==> src/rtl/weight_sel_ctrl.sv <==
// Shares one up/down button pair across NUM_CHAN saturating 2-bit weights.
// Accepted edits are reported downstream over a valid/ready update port.
module weight_sel_ctrl #(
  parameter int NUM_CHAN   = 3,
  parameter int MAX_WEIGHT = 2
) (
  input  logic                  clk,
  input  logic                  reset,
  input  logic                  switch,
  input  logic                  up_button,
  input  logic                  down_button,
  input  logic                  next_button,
  output logic [2*NUM_CHAN-1:0] weights,
  output logic [1:0]            sel,
  output logic                  upd_valid,
  input  logic                  upd_ready,
  output logic [1:0]            upd_chan,
  output logic [1:0]            upd_weight
);

  localparam logic [1:0] MAX_W    = 2'(MAX_WEIGHT);
  localparam logic [1:0] LAST_SEL = 2'(NUM_CHAN - 1);

  typedef enum logic {
    UPD_IDLE,
    UPD_PENDING
  } upd_state_t;

  upd_state_t upd_state;
  logic [1:0] w_q [NUM_CHAN];

  logic up_prev;
  logic down_prev;
  logic next_prev;
  logic up_edge;
  logic down_edge;
  logic next_edge;

  logic [1:0] cur_w;
  logic [1:0] new_w;
  logic [1:0] next_sel;
  logic       edit_req;
  logic       edit_ok;

  // Prev registers track the raw level even in reset, so a button held
  // across reset release never looks like a fresh press.
  always_ff @(posedge clk) begin
    up_prev   <= up_button;
    down_prev <= down_button;
    next_prev <= next_button;
  end

  assign up_edge   = up_button & ~up_prev;
  assign down_edge = down_button & ~down_prev;
  assign next_edge = next_button & ~next_prev;

  always_comb begin
    cur_w = 2'd0;
    for (int i = 0; i < NUM_CHAN; i++) begin
      if (2'(i) == sel) cur_w = w_q[i];
    end
  end

  // Simultaneous up and down cancel; edits are dropped while a record is pending.
  assign edit_req = switch && (up_edge ^ down_edge) && (upd_state == UPD_IDLE);
  assign edit_ok  = edit_req && (up_edge ? (cur_w < MAX_W) : (cur_w != 2'd0));
  assign new_w    = up_edge ? cur_w + 2'd1 : cur_w - 2'd1;
  assign next_sel = (sel == LAST_SEL) ? 2'd0 : sel + 2'd1;

  always_ff @(posedge clk) begin
    if (reset) begin
      upd_state  <= UPD_IDLE;
      sel        <= 2'd0;
      upd_chan   <= 2'd0;
      upd_weight <= 2'd0;
      for (int i = 0; i < NUM_CHAN; i++) w_q[i] <= 2'd0;
    end else begin
      if (upd_state == UPD_PENDING && upd_ready) upd_state <= UPD_IDLE;
      if (edit_ok) begin
        for (int i = 0; i < NUM_CHAN; i++) begin
          if (2'(i) == sel) w_q[i] <= new_w;
        end
        upd_state  <= UPD_PENDING;
        upd_chan   <= sel;
        upd_weight <= new_w;
      end
      if (switch && next_edge) sel <= next_sel;
    end
  end

  assign upd_valid = (upd_state == UPD_PENDING);

  for (genvar g = 0; g < NUM_CHAN; g++) begin : g_pack
    assign weights[2*g+1:2*g] = w_q[g];
  end

endmodule

==> config.mk <==
export PLATFORM = sky130hd
export DESIGN_NAME = weight_sel_ctrl
export DESIGN_NICKNAME = d
export VERILOG_FILES = /design/src/rtl/weight_sel_ctrl.sv
export SDC_FILE = /design/constraint.sdc
export NUM_CORES = 1
export LEC_CHECK = 0
export ABC_AREA = 1
export CORE_MARGIN = 10
export CORE_UTILIZATION = 48
export CTS_BUF_LIST = sky130_fd_sc_hd__clkbuf_4 sky130_fd_sc_hd__clkbuf_8 sky130_fd_sc_hd__clkbuf_16
export CTS_CLUSTER_SIZE = 16
export DETAILED_ROUTE_END_ITERATION = 10
export PLACE_DENSITY_LB_ADDON = 0.3
export SYNTH_ARGS = -nofsm -noshare
export SYNTH_HDL_FRONTEND = slang
export SYNTH_SLANG_ARGS = --single-unit
==> constraint.sdc <==
create_clock -name clk -period 2.7 [get_ports clk]
set_input_delay 0.27 -clock clk [delete_from_list [all_inputs] [get_ports clk]]
set_output_delay 0.27 -clock clk [all_outputs]
set_load 0.1 [all_outputs]
==> metrics.yaml <==
power_and_ir_drop:
  peakVddDrop_uv: 387
  p_per_area_nw_per_um2: 597
  total_leakage_power_nw: 0.409
floorplanning:
  fp.dieW_um: 58.5
  ioPinCount: 20
  die-area_um2: 3420
  rows: 13
  die_y_um: 58.5
  coreArea_um2: 1350
  start_util: 0.526
finish:
  n_antenna_cell: 0
  final_cell_area_um2: 913
  layout.area.seq_um2: 380
  final_cell_mix: "nand2_1 (14), buf_4 (13), inv_1 (10), dfxtp_1 (10)"
  final_common_cell: "nand2_1"
  syn_to_final_growth_pct: 28.5
  layout-drive-gt1-share: 0.275
  fin_nets: 110
  fillers: 113
  multi_input_comb_area_um2: 285
global_route:
  antenna_found_initial: 0
  grt_pass1_vias: 560
  gr-total-overflow: 0
  grt_max_degree: 10
  grt_pass1_wl_um: 2580
  track_usage: 0.0986
logic_synthesis:
  synth_top_family_by_area: "simple AND/OR/NAND/NOR gates"
  synth_area_leaders: "dfxtp_1 (28%), edfxtp_1 (25%), nand2_1 (7.4%)"
  netlist_area_um2: 711
  syn_nets: 86
  synth_top_area_share: 0.282
  yosysSeqAreaShare: 0.535
  ys.warnings.count: 0
  synth_fa_ha_area_frac: 0
  syn_area_per_cell_um2: 9.00
  postSynthCellCount: 79
  synthXorXnorAreaFrac: 0
  synthSimpleGateAreaFrac: 0.287
  ys_ff_latch: 16
  synthMuxAreaShare: 0
  synth_cell_types: 18
  synth_area_leader_cell: "dfxtp_1"
  synth-compound-area-share: 0.114
job:
  drv_cap: 0
sta:
  slew-limit-headroom: 0.749
  report.final.slew_viol_count: 0
  grt_setup_unrepaired: "false"
  tns_ns: 0
  layout_min_cycle_time_ns: 1.80
  max_freq_mhz: 555
  fin_crit_sh: 0.667
  hold_viol: 0
  tightest_slew_ns: 0.372
  setup_violations: 0
  clock_skew_ns: 0.00643
critical_path:
  crit_arrival_ns: 1.77
  start_kind: "register"
  critPathMaxFanout: 8
  path_class: "reg -> reg"
  crit_required_ns: 2.66
  end_kind: "register"
drt:
  drc: 0
  viasPerCell: 5.11
  antenna_left: 0
  avgRoutedWirePerCell_um: 13.7
  drt-pass1-iter-count: 4
  vias: 598
  drt_iter0_drc: 15
  drt_wl_total_um: 1600
clocking:
  cts.sinks: 16
  cts_setup_buffers: 0
  cts_resized: 0
  cts_tree: "built"
  cts_buffer_depth: 2
  clock_tree.root_cell: "clkbuf_4"
  clk_latency_ns: 0.30
  hold_buffers: 0
  cts.clk_slew.worst_paths_ns: 0.10
  htreeDepth: 1
  numCtsBuffers: 3
min_path:
  hold_path_class: "in -> reg"
placed_design:
  place_congestion: 0.825
  place_area_um2: 887
  dp_hpwl_um: 1240
  io_buffer_count: 19
status:
  status: "completed"
==> report_power, final <==
part / total, mW / switching [mW] / internal, mW
clock: 0.135 / 0.0807 / 0.0539
combinational: 0.140 / 0.105 / 0.0347
sequential: 0.271 / 0.00888 / 0.262
total: 0.545 / 0.195 / 0.350
==> flip-flops by register name, indices dropped and copies added (netlist names) <==
| name | count |
|---|---|
| w_q | 6 |
| upd_weight | 2 |
| sel | 2 |
| next_prev | 1 |
| upd_chan | 2 |
| up_prev | 1 |
| down_prev | 1 |
| upd_valid | 1 |
==> metrics by stage <==
| stage | setup WS (ns) | utilization | cells | total power [mW] | hold slack [ns] |
|---|---|---|---|---|---|
| final | 0.900 | 0.677 | 117 | 0.545 | 0.431 |
| after global routing | 0.795 | 0.677 | 117 | 0.569 | 0.443 |
| after CTS | 0.920 | 0.677 | 117 | 0.548 | 0.427 |
| after detailed placement | 0.706 | 0.657 | 113 | 0.416 | 0.455 |
| after global placement | 0.828 | 0.657 | 113 | 0.414 | 0.456 |
| after floorplan | 0.419 | - | 79 | 0.382 | 0.298 |
==> critical path: stages, from the launching register on <==
cell,delay (ns)
dfxtp_1,0.51
inv_2,0.10
nand3_2,0.09
nand3_4,0.10
a21oi_4,0.22
nand2_4,0.10
o21ai_0,0.33
==> cells by family after synthesis <==
| family | count (synthesis) |
|---|---|
| simple gates | 37 |
| buf+inv | 12 |
| flops | 16 |
| compound gates | 14 |
==> path summary, 6_finish.rpt <==
path	depth (start not counted)	slack, ns	end	start
worst max register to register	6	0.90	w_q[0][1]	sel[1]
worst max-delay path	6	0.90	w_q[0][1]	sel[1]
worst min register to register	2	0.46	upd_chan[1]	upd_chan[1]
worst min-delay path	1	0.43	next_prev	next_button
==> layer usage <==
metal,vias to the layer above,global-route usage,wire [µm]
met4,0,0.0604,28
li1,305,-,-
met2,28,0.146,743
met1,260,0.104,632
met5,-,0,0
met3,5,0.0601,194
==> synth_stat cells <==
cell / count
nand3_1: 7
inv_2: 2
nor2_2: 1
nand2_2: 1
a21oi_4: 1
nand2_1: 14
edfxtp_1: 6
or2_2: 1
nand3_4: 1
nand2_4: 1
a21oi_1: 7
nand3_2: 2
dfxtp_1: 10
nor2_1: 7
inv_1: 10
nor2_4: 2
o21ai_1: 2
o21ai_0: 4
==> final cells by class <==
cell class,instances,area share
Sequential cell,16,0.416
Multi-Input combinational cell,51,0.312
Clock inverter,1,0.00411
Tap cell,15,0.0205
Timing Repair Buffer,19,0.173
Clock buffer,3,0.0247
Inverter,12,0.0493
No activity file was read; power rests on OpenSTA's default activity.
